## src/rtl/zxuno_regbus.sv

```systemverilog
// Z80-side front end of the ZX-UNO register bus: decodes the address/data
// ports, holds the selected register number and emits per-access strobes.
module zxuno_regbus #(
  parameter logic [15:0] ADDR_PORT  = 16'hFC3B,
  parameter logic [15:0] DATA_PORT  = 16'hFD3B,
  parameter logic [7:0]  RESET_ADDR = 8'h00
) (
  input  logic        clk,
  input  logic        rst_n,
  input  logic [15:0] a,
  input  logic        iorq_n,
  input  logic        rd_n,
  input  logic        wr_n,
  input  logic        m1_n,
  input  logic [7:0]  cpu_dout,
  output logic [7:0]  dout,
  output logic        oe_n,
  output logic [7:0]  zxuno_addr,
  output logic        zxuno_regrd,
  output logic        zxuno_regwr,
  output logic [7:0]  zxuno_wrdata,
  output logic        regaddr_changed,
  input  logic [7:0]  reg_din,
  input  logic        reg_oe_n
);

  typedef enum logic [1:0] {ST_WAIT, ST_IDLE, ST_ACT} state_t;

  logic [15:0] a_q;
  logic        iorq_n_q, rd_n_q, wr_n_q, m1_n_q;
  logic [7:0]  cpu_dout_q;

  state_t      state_q, state_d;
  logic        is_addr_q, is_addr_d;
  logic        is_rd_q, is_rd_d;
  logic [7:0]  addr_q, addr_d;
  logic [7:0]  wrdata_q, wrdata_d;
  logic        regwr_q, regwr_d;
  logic        chg_q, chg_d;

  logic        rd_act, wr_act, hit_addr, hit_data;

  // Input stage is deliberately not reset: after reset the FSM must still see
  // a strobe that is being held, so it can wait for it to go away.
  always_ff @(posedge clk) begin
    a_q        <= a;
    iorq_n_q   <= iorq_n;
    rd_n_q     <= rd_n;
    wr_n_q     <= wr_n;
    m1_n_q     <= m1_n;
    cpu_dout_q <= cpu_dout;
  end

  always_ff @(posedge clk) begin
    if (!rst_n) begin
      state_q   <= ST_WAIT;
      is_addr_q <= 1'b0;
      is_rd_q   <= 1'b0;
      addr_q    <= RESET_ADDR;
      wrdata_q  <= 8'h00;
      regwr_q   <= 1'b0;
      chg_q     <= 1'b0;
    end else begin
      state_q   <= state_d;
      is_addr_q <= is_addr_d;
      is_rd_q   <= is_rd_d;
      addr_q    <= addr_d;
      wrdata_q  <= wrdata_d;
      regwr_q   <= regwr_d;
      chg_q     <= chg_d;
    end
  end

  always_comb begin
    rd_act    = !iorq_n_q && !rd_n_q && m1_n_q;
    wr_act    = !iorq_n_q && !wr_n_q && m1_n_q;
    hit_addr  = (a_q == ADDR_PORT);
    hit_data  = (a_q == DATA_PORT);
    state_d   = state_q;
    is_addr_d = is_addr_q;
    is_rd_d   = is_rd_q;
    addr_d    = addr_q;
    wrdata_d  = wrdata_q;
    regwr_d   = 1'b0;
    chg_d     = 1'b0;
    case (state_q)
      ST_WAIT: begin
        if (!rd_act && !wr_act) state_d = ST_IDLE;
      end
      ST_IDLE: begin
        if ((rd_act || wr_act) && (hit_addr || hit_data)) begin
          state_d   = ST_ACT;
          is_addr_d = hit_addr;
          is_rd_d   = rd_act;
          if (!rd_act) begin
            if (hit_addr) begin
              addr_d = cpu_dout_q;
              chg_d  = 1'b1;
            end else begin
              wrdata_d = cpu_dout_q;
              regwr_d  = 1'b1;
            end
          end
        end
      end
      ST_ACT: begin
        // Leave only when the strobe that opened the access drops.
        if (is_rd_q ? !rd_act : !wr_act) state_d = ST_IDLE;
      end
      default: state_d = ST_WAIT;
    endcase
  end

  always_comb begin
    zxuno_regrd = (state_q == ST_ACT) && is_rd_q && !is_addr_q;
    oe_n        = 1'b1;
    dout        = 8'hFF;
    if ((state_q == ST_ACT) && is_rd_q) begin
      if (is_addr_q) begin
        oe_n = 1'b0;
        dout = addr_q;
      end else if (!reg_oe_n) begin
        oe_n = 1'b0;
        dout = reg_din;
      end
    end
  end

  assign zxuno_addr      = addr_q;
  assign zxuno_wrdata    = wrdata_q;
  assign zxuno_regwr     = regwr_q;
  assign regaddr_changed = chg_q;

endmodule

```

## config.mk

```make
export PLATFORM = sky130hd
export DESIGN_NAME = zxuno_regbus
export DESIGN_NICKNAME = d
export VERILOG_FILES = /design/src/rtl/zxuno_regbus.sv
export SDC_FILE = /design/constraint.sdc
export NUM_CORES = 1
export LEC_CHECK = 0
export ABC_AREA = 1
export BUFFER_PORTS_ARGS = -buffer_cell sky130_fd_sc_hd__buf_2
export CAP_MARGIN = 10
export CORE_MARGIN = 5
export CORE_UTILIZATION = 33
export DETAILED_ROUTE_END_ITERATION = 10
export GPL_TIMING_DRIVEN = 0
export PLACE_DENSITY = 0.57
export SLEW_MARGIN = 20
export SYNTH_ARGS = -nofsm -noshare
export SYNTH_HDL_FRONTEND = slang
export SYNTH_SLANG_ARGS = --single-unit
```

## constraint.sdc

```tcl
create_clock -name clk -period 1.5 [get_ports clk]
set_clock_uncertainty 0.2 [all_clocks]
set_input_delay 0.075 -clock clk [delete_from_list [all_inputs] [get_ports clk]]
set_output_delay 0.075 -clock clk [all_outputs]
set_load 0.05 [all_outputs]
```

==> tab_implementation.tex <==
\begin{tabular}{lr}
\hline
Metric & Value \\
\hline
\multicolumn{2}{l}{\textbf{Placed design}} \\
Placed standard-cell area & 0.00225 mm\^{}2 \\
HPWL after detailed placement & 3.02 mm \\
Port Buf Inserts & 66 \\
\# placed instances & 347 \\
Post-placement setup slack & -0.159 ns \\
Global placement routability congestion & 0.791 \\
\multicolumn{2}{l}{\textbf{STA}} \\
Top achievable clock speed & 610 MHz \\
Worst hold margin & 0.212 ns \\
Setup Total Neg Slack & -2.31 ns \\
Ratio of final minimum period to clock period & 1.09 \\
Minimum setup slack in the final design & -0.140 ns \\
Count of endpoints failing hold in the final timing report & 0 \\
Minimum clock period & 1.64 ns \\
Number of failing setup endpoints in the final timing report & 28 \\
Setup repair after global routing missed its margin & true \\
Slew of the pin with the lowest slew margin & 0.678 ns \\
Worst slew margin relative to its limit & 0.548 \\
Count of final max-slew check failures & 0 \\
\multicolumn{2}{l}{\textbf{Job}} \\
Number of max-cap violations & 0 \\
\multicolumn{2}{l}{\textbf{Floorplanning}} \\
I/O pin count & 67 \\
CORE AREA & 0.00511 mm\^{}2 \\
Count of standard-cell rows & 26 \\
Die width & 82.6 um \\
Initial core utilization & 0.341 \\
Chip height & 82.6 um \\
Floorplan die area & 0.00683 mm\^{}2 \\
\multicolumn{2}{l}{\textbf{Yosys}} \\
Number of nets produced by synthesis & 250 \\
Yosys Warn Count & 0 \\
Per-instance average area after synthesis & 8.25 um\^{}2 \\
Largest area contributor in the netlist & dfxtp\_1 \\
Top-area cell type share of the netlist area & 0.575 \\
Biggest area contributors in the synthesized netlist & dfxtp\_1 58\%, nand2\_1 12\%, nand3\_1 7.5\% \\
Number of flip-flops and latches in the synthesized netlist & 50 \\
Synth unique cells & 19 \\
Sequential area share after synthesis & 0.575 \\
Synth Cell Area & 0.00174 mm\^{}2 \\
Mapped Cells & 211 \\
\multicolumn{2}{l}{\textbf{Drt}} \\
DRC violations left & 0 \\
Antenna viol nets, final & 0 \\
Routed WL per cell & 11.9 um \\
Mean number of vias per cell & 4.34 \\
DR iter-0 viols & 62 \\
Detailed-route via count & 1702 \\
Pre-Repair DR Iteration Count & 4 \\
Final WL & 4.66 mm \\
\multicolumn{2}{l}{\textbf{Pwr}} \\
Clk pwr share & 0.311 \\
Sequential share of power & 0.603 \\
Switching component of the power & 0.506 mW \\
LEAKAGE & 1.27 nW \\
Tot Pwr & 2.31 mW \\
Combinational power share & 0.086 \\
Power per cell area & 775 mW/mm\^{}2 \\
Largest voltage drop on the vdd net & 0.687 mV \\
Int Pwr & 1.80 mW \\
Share of total power consumed by net switching & 0.219 \\
\multicolumn{2}{l}{\textbf{GRT}} \\
Via count of the first global-routing pass & 1565 \\
Antenna violations before repair & 0 \\
Maximum number of pins on one net before global-route repair & 14 \\
Overall fraction of global-route tracks in use & 0.136 \\
Wire length of the first global-routing pass & 7.04 mm \\
Grt total ovfl & 0 \\
\multicolumn{2}{l}{\textbf{Clock tree}} \\
Latest clock arrival within the worst-skew pair & 0.29 ns \\
Clock sinks & 50 \\
Max Buffers Root-to-Sink & 2 \\
H-tree depth & 2 \\
Cell at the root of the clock tree & clkbuf\_8 \\
Clock slew seen by the registers of the worst setup and hold paths & 0.08 ns \\
Total clock buffers created by CTS & 5 \\
TritonCTS clock tree & built \\
\multicolumn{2}{l}{\textbf{Critical path}} \\
Library cell contributing the largest single delay on the critical path & dfxtp\_2 \\
Arrival time reported for the critical path endpoint & 1.67 ns \\
Type of the setup path with the least slack & register to register \\
Number of buffers and inverters on the critical path & 3 \\
Crit path capture type & register \\
Sort of element at the start of the critical path & register \\
Critical path peak fanout & 5 \\
Biggest cell delay along the critical path & 0.34 ns \\
Top cell family by delay on the critical path & simple AND/OR/NAND/NOR gates \\
Cell breakdown of the critical path & inv\_2 > nor2\_2 > nand2\_2 > nor2\_4 > nand3\_4 > nor2\_4 > buf\_6 > nand2\_4 > inv\_2 > nand2\_1 > nor2\_1 \\
Critical path required time & 1.53 ns \\
\multicolumn{2}{l}{\textbf{Layout}} \\
Cell Count, Final, Fillers Out & 392 \\
Number of diodes added for antenna fixing & 0 \\
Post-route cell area & 0.00297 mm\^{}2 \\
Share of cells above drive strength 1 & 0.466 \\
NumNets Final & 361 \\
Final core area utilization & 0.582 \\
Area grow syn2layout & 70.9\% \\
\multicolumn{2}{l}{\textbf{Min path}} \\
Worst min-delay path class & input pin to register \\
\multicolumn{2}{l}{\textbf{Outcome}} \\
Violated checks & negative setup slack \\
Outcome & finished, violations left \\
\hline
\end{tabular}
-- cell type report --
class | instances | area (um^2)
plain buffers | 5 | 37.5
well taps | 70 | 87.6
multi-input cells | 135 | 908
flip-flops and latches | 50 | 1010
repair buffers | 104 | 759
fillers | 474 | 2130
inverters | 21 | 95.1
clock buffers | 7 | 76.3
-- cells in the final DEF (no fill, tap or decap), types with 2 or more instances in the layout --
cell and count:
inv_1 14, nand2_1 41, buf_6 9, nor2_2 3, clkbuf_1 4, dfxtp_1 45, nand3_1 13, clkbuf_8 5
a21oi_2 8, nand2_4 5, buf_2 57, dfxtp_2 4, nand3_4 8, nor3_4 2, dlygate4sd3_1 29, inv_2 4
nand3_2 6, nor2_4 7, a21oi_1 11, nand2_2 14, buf_4 9, buf_8 3, nor2_1 12
-- cell usage after synthesis --
cell type,n
nand4_1,1
nand3_4,1
inv_2,1
o21bai_1,1
nand2_1,56
buf_6,2
clkbuf_1,3
a21oi_1,19
nor2_4,2
nor2_1,17
inv_1,19
nor3_2,1
dfxtp_1,50
o21ai_0,2
nand2_2,4
nor3_1,2
nor2_2,3
clkinv_1,1
nand3_1,26
-- sequential cells by signal, summed over array words and instances (netlist names) --
register         flops
a_q                 16
cpu_dout_q           8
zxuno_addr           8
zxuno_wrdata         8
state_q              2
iorq_n_q             1
is_addr_q            1
is_rd_q              1
m1_n_q               1
rd_n_q               1
regaddr_changed      1
wr_n_q               1
zxuno_regwr          1
-- worst paths after layout --
path,start,to,slack [ns],cells past startpoint
worst max-delay path,a_q[10],zxuno_regwr,-0.14,11
worst min-delay path,cpu_dout[2],cpu_dout_q[2],0.21,2
worst max register to register,a_q[10],zxuno_regwr,-0.14,11
worst min register to register,zxuno_wrdata[7],zxuno_wrdata[7],0.28,2
-- power groups by stage --
stage	registers, mW	logic (mW)	clock network, mW
2_1_floorplan	1.41	0.0580	0
3_3_place_gp	1.42	0.113	0
3_5_place_dp	1.42	0.115	0
4_1_cts	1.39	0.181	0.744
5_1_grt	1.40	0.219	0.781
6_report	1.39	0.197	0.718
-- kinds of logic after synthesis --
logic type,count (synthesis),synth area share
AOI/OAI and AO/OA,22,0.0647
buffers and inverters,26,0.0647
DFF,50,0.575
and+or+nand+nor,113,0.295
-- layer usage --
layer,track usage,up-vias,part of all wire
met5,0,-,0
met4,0.0490,0,0.012
met3,0.0249,4,0.054
met2,0.233,49,0.51
met1,0.170,761,0.42
li1,-,888,-
-- what timing repair did --
action                                 in CTS  in global routing
pin swaps                                   5                 20
hold buffers                               29                  0
resized for setup                          39                 53
cloned                                      0                  2
endpoints found under the hold margin      30                  0
setup endpoints to repair                  31                 31
setup buffers                               5                  2
Power figures use the tool's default switching activity.
